`config.mk`:
```
export PLATFORM = sky130hd
export DESIGN_NAME = program_sequencer
export DESIGN_NICKNAME = d
export VERILOG_FILES = /design/src/rtl/program_sequencer.sv
export SDC_FILE = /design/constraint.sdc
export NUM_CORES = 1
export LEC_CHECK = 0
export CAP_MARGIN = 10
export CORE_AREA = 2 2 53 104
export CTS_BUF_LIST = sky130_fd_sc_hd__clkbuf_4 sky130_fd_sc_hd__clkbuf_8
export DETAILED_ROUTE_END_ITERATION = 16
export DIE_AREA = 0 0 55 106
export PLACE_DENSITY = 0.75
export SLEW_MARGIN = 20
export SYNTH_ARGS = -nofsm -noshare
export SYNTH_HDL_FRONTEND = slang
export SYNTH_SLANG_ARGS = --single-unit
export TNS_END_PERCENT = 1
```
`constraint.sdc`:
```
create_clock -name clk -period 2.48 [get_ports clk]
set_clock_uncertainty 0.15 [all_clocks]
set_input_delay 0.496 -clock clk [delete_from_list [all_inputs] [get_ports clk]]
set_output_delay 0.496 -clock clk [all_outputs]
set_load 0.005 [all_outputs]
```
`src/rtl/program_sequencer.sv`:
```
// Fetches each instruction (plus the mvi immediate) from 1-cycle memory, drives din, pulses run, waits for done.
// start->run 3 cycles (5 for mvi), done->run 4 (6); holds in WAIT/PAUSE, watchdog aborts after TIMEOUT cycles.
module program_sequencer #(
  parameter int AW      = 5,
  parameter int DW      = 9,
  parameter int TIMEOUT = 15
) (
  input  logic          clk,
  input  logic          rst,
  input  logic          start,
  input  logic          step_mode,
  input  logic          step,
  input  logic          halt,
  input  logic [AW-1:0] end_addr,
  output logic [AW-1:0] mem_addr,
  input  logic [DW-1:0] mem_data,
  output logic [DW-1:0] din,
  output logic          run,
  input  logic          done,
  output logic          busy,
  output logic [AW-1:0] pc,
  output logic          finished,
  output logic          err_timeout
);

  localparam int CW = $clog2(TIMEOUT + 1);
  localparam logic [CW-1:0] WD_MAX = CW'(TIMEOUT);
  localparam logic [2:0] OP_MVI = 3'b001;

  typedef enum logic [3:0] {
    IDLE, FETCH_I, LATCH_I, FETCH_D, LATCH_D, ISSUE, IMM, WAIT, ADVANCE, PAUSE
  } state_t;

  state_t        state, state_n;
  logic [DW-1:0] ir_buf, imm_buf, din_q;
  logic [CW-1:0] wd_cnt;
  logic          halt_pend;
  logic [AW-1:0] pc_n, last_addr;
  logic          finished_n, err_n;
  logic          is_mvi, stop_req;

  assign is_mvi    = (ir_buf[DW-1:DW-3] == OP_MVI);
  assign stop_req  = halt | halt_pend;
  // the immediate slot counts as part of an mvi for the end-of-program test
  assign last_addr = is_mvi ? pc + AW'(1) : pc;
  assign busy      = (state != IDLE);

  always_comb begin
    state_n    = state;
    pc_n       = pc;
    finished_n = finished;
    err_n      = err_timeout;
    mem_addr   = pc;
    din        = din_q;
    run        = 1'b0;
    case (state)
      IDLE: begin
        if (start) begin
          pc_n       = '0;
          finished_n = 1'b0;
          err_n      = 1'b0;
          state_n    = FETCH_I;
        end
      end
      FETCH_I: state_n = LATCH_I;
      LATCH_I: state_n = (mem_data[DW-1:DW-3] == OP_MVI) ? FETCH_D : ISSUE;
      FETCH_D: begin
        mem_addr = pc + AW'(1);
        state_n  = LATCH_D;
      end
      LATCH_D: state_n = ISSUE;
      ISSUE: begin
        din     = ir_buf;
        run     = 1'b1;
        state_n = is_mvi ? IMM : WAIT;
      end
      IMM: begin
        din     = imm_buf;
        state_n = WAIT;
      end
      WAIT: begin
        if (done) begin
          state_n = ADVANCE;
        end else if (wd_cnt == WD_MAX) begin
          err_n   = 1'b1;
          state_n = IDLE;
        end
      end
      ADVANCE: begin
        pc_n = is_mvi ? pc + AW'(2) : pc + AW'(1);
        if (stop_req || (last_addr >= end_addr)) begin
          finished_n = 1'b1;
          state_n    = IDLE;
        end else if (step_mode) begin
          state_n = PAUSE;
        end else begin
          state_n = FETCH_I;
        end
      end
      PAUSE: begin
        if (stop_req) begin
          finished_n = 1'b1;
          state_n    = IDLE;
        end else if (step) begin
          state_n = FETCH_I;
        end
      end
      default: state_n = IDLE;
    endcase
  end

  always_ff @(posedge clk) begin
    if (rst) begin
      state       <= IDLE;
      pc          <= '0;
      finished    <= 1'b0;
      err_timeout <= 1'b0;
      ir_buf      <= '0;
      imm_buf     <= '0;
      din_q       <= '0;
      wd_cnt      <= '0;
      halt_pend   <= 1'b0;
    end else begin
      state       <= state_n;
      pc          <= pc_n;
      finished    <= finished_n;
      err_timeout <= err_n;
      din_q       <= din;
      if (state == LATCH_I) ir_buf <= mem_data;
      if (state == LATCH_D) imm_buf <= mem_data;
      // wd_cnt reads as the number of cycles since ISSUE (0 during ISSUE itself)
      if (state_n == ISSUE) wd_cnt <= '0;
      else if (wd_cnt != WD_MAX) wd_cnt <= wd_cnt + CW'(1);
      if (state_n == IDLE) halt_pend <= 1'b0;
      else if (halt && state != IDLE) halt_pend <= 1'b1;
    end
  end

endmodule

```
==> results of run 1 <==
[tightest hold or removal path: stages, from the launching register on]
cell     delay [ns]
dfxtp_1        0.32
nand2_1        0.05
a21oi_1        0.05
[cell usage after synthesis, drive strengths merged]
cell / instances / area share [%]
a22oi: 1 / 0.32
nand3: 8 / 1.7
o211a: 1 / 0.42
a31oi: 3 / 0.79
or3: 2 / 0.53
or4b: 1 / 0.58
buf: 6 / 1.5
and4bb: 1 / 0.53
nand4b: 1 / 0.37
and2b: 1 / 0.32
mux2: 1 / 0.48
o22ai: 19 / 5.0
nor2: 16 / 2.5
nor3b: 2 / 1.1
o21ai: 7 / 1.5
nand2b: 1 / 0.26
a211o: 1 / 0.37
a21oi: 32 / 6.9
a2111o: 1 / 0.48
nand2: 56 / 8.9
or3b: 1 / 0.37
a211oi: 9 / 2.9
nand4: 2 / 0.53
ha: 9 / 4.8
inv: 12 / 1.9
o211ai: 2 / 0.64
o22a: 9 / 3.3
a21o: 1 / 0.32
a221oi: 1 / 0.64
dfxtp: 43 / 36
and2: 2 / 0.53
a32oi: 1 / 0.37
nor4: 1 / 0.26
xnor2: 8 / 3.0
a311oi: 3 / 1.1
nor4b: 2 / 1.6
a2111oi: 1 / 0.64
nor3: 10 / 2.3
and3: 1 / 0.26
mux2i: 2 / 0.85
o21a: 1 / 0.37
clkbuf: 14 / 2.2
[cell families after synthesis]
group,count (synthesis),share of synthesized area [%]
and+or+nand+nor,108,22.8
AOI/OAI and AO/OA,93,26.1
DFF,43,36.4
buffers and inverters,32,5.66
adders and majority gates,9,4.76
xor gates and xnor gates,8,2.96
muxes,3,1.32
[power breakdown]
group | internal, mW | switching [mW]
logic | 0.125 | 0.140
registers | 0.710 | 0.0162
clock network | 0.196 | 0.256
[how the worst min path moves through the flow]
stage                           from  cells past startpoint          to  slack [ns]
after floorplan           imm_buf[0]                      2  imm_buf[0]        0.29
after global placement    imm_buf[5]                      2  imm_buf[5]        0.29
after detailed placement  imm_buf[7]                      2  imm_buf[7]        0.30
after CTS                 imm_buf[2]                      2  imm_buf[2]        0.31
after global routing       ir_buf[0]                      2   ir_buf[0]        0.34
final                     imm_buf[3]                      2  imm_buf[3]        0.31
[cell type report]
class | instances | area, um^2
repair buffers | 71 | 657
clock inverters | 3 | 20.0
flip-flops and latches | 43 | 862
multi-input cells | 221 | 1460
well taps | 58 | 72.6
fillers | 457 | 1910
clock buffers | 5 | 68.8
inverters | 12 | 45.0
[state kept, by name, summed over array words and instances (netlist names)]
register and flops:
din_q 9, ir_buf 9, halt_pend 1, finished 1, pc 5, imm_buf 9
err_timeout 1, state 4, wd_cnt 4
[cell usage in the layout, fill, tap and decap left out, types with 2 or more instances in the layout]
master           synthesis  layout
dlygate4sd2_1            0      11
ha_1                     9       8
a211oi_1                 9       9
dfxtp_1                 43      42
o22a_1                   9       9
or3_1                    2       2
buf_12                   0       2
xnor2_1                  8       8
a31oi_1                  3       2
nand3_1                  8       8
a21oi_1                 31      31
clkbuf_8                 0       5
a311oi_1                 3       3
and2_1                   2       2
nand2_1                 56      54
o211ai_1                 2       2
nand2_2                  0       2
buf_4                    1      26
dlymetal6s2s_1           0       2
mux2i_1                  2       2
nor3_1                   9       9
nand4_1                  2       2
clkinvlp_4               0       2
nor2_1                  16      15
o22ai_1                 19      10
inv_1                   11      11
clkdlybuf4s50_1          0      29
o22ai_2                  0       9
o21ai_0                  6       6
[through the flow]
stage / std cells / TNS (ns)
after global placement: 403 / -0.179
after detailed placement: 403 / -0.361
after floorplan: 296 / 0
final: 413 / -0.0579
after global routing: 413 / -0.885
after CTS: 411 / -0.210
[layer usage]
metal / GRT usage [%] / up-vias
met2: 45.2 / 59
met4: 9.06 / 0
met1: 25.9 / 1133
met3: 2.81 / 9
met5: 0 / -
li1: - / 1192
[timing repair]
item,CTS,global route
gates resized for setup,22,12
endpoints found under the setup margin,21,16
pin swaps,1,7
setup buffers,0,2
==> flow_summary.ini, run 1 <==
[synth]
ys_types = 51
synth_seq_cells = 43
postSynthCellCount = 296
syn_area_um2 = 2360
synth_nets = 326
synth_area_per_cell_um2 = 7.98
yosys_warnings = 0
ys_seq_area_share_pct = 36.4

[finish]
drive_above_1_share_pct = 18.6
area_growth_pct = 34.8
diodes = 0
final_util_pct = 62.6
final_cell_area_um2 = 3190
nNetsFinal = 384

[worst_setup_path]
crit_path_start = state[3]
slowest_stage = and4bb_4
path_common_cell = buf_4
worst-path-max-fanout = 10
endpoint_kind = primary output
crit_end = mem_addr[1]
cp_cell_sequence = buf_4, and4bb_4, buf_4, mux2_2, dlygate4sd2_1
slowest_delay_ns = 0.37
crit_arrival_ns = 1.89
r2r_setup_slack_ns = 0
critical_path_required_ns = 1.83
path_class = reg2out
cp.buffers_inverters = 3
rr_worst_depth = 10
reg2reg_to = wd_cnt[3]
path_delay_family = buffers and inverters
rr_startpoint = ir_buf[7]
cp-start-kind = register
crit_cells = 5

[sta]
max_freq_mhz = 394
hold_viol = 0
rsz0062_at_grt = true
whs_ns = 0.312
fin_crit_sh_pct = 102
setup_viol_count_final = 2
slew_violations = 0
maxSlewHeadroom_pct = 56.4
fin_crit_ns = 2.54
tightest_slew_ns = 0.652
fin_ws_ns = -0.0571

[job]
max-cap-violations = 0

[global_routing]
grt_pass1_vias = 2304
grt_max_degree = 44
grt_pass1_wl_um = 10500
grt_overflow = 0
grt_antenna_before_repair = 0
grt_use_total_pct = 24.4

[floorplanning]
die_w_um = 55
die_h_um = 106
rows = 37
core_um2 = 5090
initial_utilization_pct = 46.4
die-area_um2 = 5830
io_pins = 44

[power_and_ir_drop]
total_power_mw = 1.44
p_leak_nw = 1.36
power_density_nw_per_um2 = 453
ir_drop_mv = 0.540

[cts]
clkTransAtPathRegs_ns = 0.09
ctsRootBufferMaster = clkbuf_8
postCtsHoldBufs = 0
numCtsBuffers = 5
insertion_delay_ns = 0.30
htreeDepth = 2
clkSinkCount = 43
clock_path_buffers = 2
cts_tree = built

[detailed_routing]
wire_per_inst_um = 15.5
dr_total_vias = 2393
wl_met3_um = 181
vias_per_cell = 5.79
wl_met2_um = 3720
routedLengthMet1_um = 2360
drt-total-wl_um = 6390
drtPass1Iterations = 4
drc = 0
topRoutingLayerUsed = met4
drtIter0Drc = 57
ant_nets = 0

[place]
dp_hpwl_um = 4610
post-place-ws_ns = -0.120
placed_cell_area_um2 = 3000
io_buffers = 43
gp_congestion = 0.888

[outcome]
status = complete, but fails checks
violations = negative setup slack

[hold_path]
hp-class = reg2reg
Note: power is estimated with default switching activity, not from simulation.
==> inputs of run 2 (changes only) <==
Settings changed: GPL_TIMING_DRIVEN set to 0.
==> run 2 against run 1 <==
  * Utilization increased by 1.2 points
  * Sequential power about the same
  * Combinational power increased by 7%
  * Final cell count down 0.73%
  * Sequential share of layout area shrank 0.21 points
  * Global-route usage is 0.14 points higher
  * Count of clock-buffer cells in the layout unchanged
  * Non-clock buffer count shrank 4
  * Hold slack about the same
  * Final area grew 2.0%
  * Maximum frequency shrank 2.9%
  * Worst setup slack worse by 0.075 ns
  * The flow still finishes with violations (negative setup slack)
==> flow_summary.ini, run 2 (synthesis gave the netlist of run 1 again) <==
[outcome]
status = complete, but fails checks
violations = negative setup slack

[finish]
area_growth_pct = 37.5
reg.largest.list = din_q (9), imm_buf (9), ir_buf (9)
final_common_cell = nand2_1
final_cell_mix = 54 x nand2_1, 36 x dfxtp_1, 31 x clkdlybuf4s50_1, 30 x a21oi_1, 15 x nor2_1
fillers = 470
diodes = 0
nNetsFinal = 381
multi_input_area_um2 = 1550
seq_area_um2 = 872
final_cell_area_um2 = 3250
drive_above_1_share_pct = 19.9

[worst_setup_path]
rr_startpoint = ir_buf[6]
cp.buffers_inverters = 3
crit_path_start = state[1]
endpoint_kind = primary output
critical_path_required_ns = 1.83
path_delay_family = buffers and inverters
cp_cell_sequence = buf_8, clkinvlp_4, nand2_4, o22ai_2, a21oi_1, clkdlybuf4s50_1
worst-path-max-fanout = 10
crit_arrival_ns = 1.97
path_class = reg2out
slowest_stage = clkdlybuf4s50_1
cp-start-kind = register
slowest_delay_ns = 0.52

[sta]
setup-tns-final_ns = -0.473
hold_viol = 0
whs_ns = 0.312
fin_crit_sh_pct = 105
fin_crit_ns = 2.61
setup_viol_count_final = 8
fin_ws_ns = -0.132
maxSlewHeadroom_pct = 54.0
max_freq_mhz = 383
tightest_slew_ns = 0.687
rsz0062_at_grt = true
slew_violations = 0

[global_routing]
grt_overflow = 0
grt_max_degree = 14
grt_use_total_pct = 24.5
grt_pass1_vias = 2307
grt_pass1_wl_um = 10500
grt_antenna_before_repair = 0

[job]
max-cap-violations = 0

[detailed_routing]
drc = 0
drt-total-wl_um = 6790
dr_total_vias = 2406
vias_per_cell = 5.87
wire_per_inst_um = 16.6
ant_nets = 0
drtIter0Drc = 59
drtPass1Iterations = 4

[cts]
clkTransAtPathRegs_ns = 0.08
numCtsBuffers = 5
cts_tree = built
insertion_delay_ns = 0.30
clock_path_buffers = 2
htreeDepth = 2
ctsRootBufferMaster = clkbuf_8
clkSinkCount = 43

[power_and_ir_drop]
p_leak_nw = 1.36
ir_drop_mv = 0.452
power_density_nw_per_um2 = 449

[place]
io_buffers = 42
dp_hpwl_um = 4620
gp_congestion = 0.863
placed_cell_area_um2 = 2860
post-place-ws_ns = -0.415

[hold_path]
hp-start = ir_buf[0]
hp-class = reg2reg

[floorplanning]
die_h_um = 106
rows = 37
die_w_um = 55
initial_utilization_pct = 46.4
core_um2 = 5090
io_pins = 44
die-area_um2 = 5830
==> run 2: cell count changes in the layout (fill, tap and decap cells not counted), sizes merged <==
cell / change
buf: -13
clkbuf: +10
clkdlybuf4s50: +2
clkinv: +2
clkinvlp: -1
dlygate4sd2: -8
dlymetal6s2s: +5
inv: -1
nand2: +1
==> run 2: report_power, final <==
part | internal [mW] | total (mW) | switching [mW]
combinational | 0.131 | 0.283 | 0.152
clock | 0.193 | 0.448 | 0.255
sequential | 0.710 | 0.727 | 0.0169
total | 1.03 | 1.46 | 0.423
==> run 2: metrics by stage <==
step	std cells	util, %	total power, mW
3_5_place_dp	396	56.1	0.972
4_1_cts	407	60.6	1.44
3_3_place_gp	396	56.1	0.968
5_1_grt	410	63.8	1.51
6_report	410	63.8	1.46
2_1_floorplan	296	-	0.879
==> run 2: layout make-up <==
class | instances | share of cell area, %
clock buffer | 5 | 2.12
sequential | 43 | 26.8
buffer | 17 | 3.81
inverter | 12 | 1.50
multi-input combinational | 222 | 47.6
clock inverter | 3 | 0.462
tap | 58 | 2.23
timing repair buffer | 50 | 15.4
==> run 2: path summary, 6_finish.rpt <==
check	end	slack [ns]	cells after the start
setup / recovery	din[8]	-0.13	6
setup reg to reg	halt_pend	-0.06	10
hold / removal	ir_buf[0]	0.31	2
hold reg to reg	ir_buf[0]	0.31	2
==> run 2: worst register-to-register path: cells and delay by family, from the launching register on <==
family / cells / cell delay (ns)
adder cells (fa/ha/maj): 1 / 0.29
buffers and inverters: 1 / 0.15
AO/OA/AOI/OAI: 3 / 0.74
AND/OR/NAND/NOR: 4 / 0.60
flip-flops: 1 / 0.36
XOR/XNOR: 1 / 0.16
==> run 2: routing by layer <==
layer	routed length, um	part of all wire, %	up-vias	global-route usage [%]
met5	0	0	-	0
met1	2560	38	1150	25.6
met3	215	3.2	12	3.23
met2	3890	57	59	44.9
met4	129	1.9	0	10.8
li1	-	-	1185	-
==> run 2: timing repair <==
action                     4_1_cts  5_1_grt
pin swaps                        5        5
setup endpoints to repair       24       18
buffers inserted                 6        2
resized for setup               42       29
gates cloned                     0        1
hold buffers                     0        0
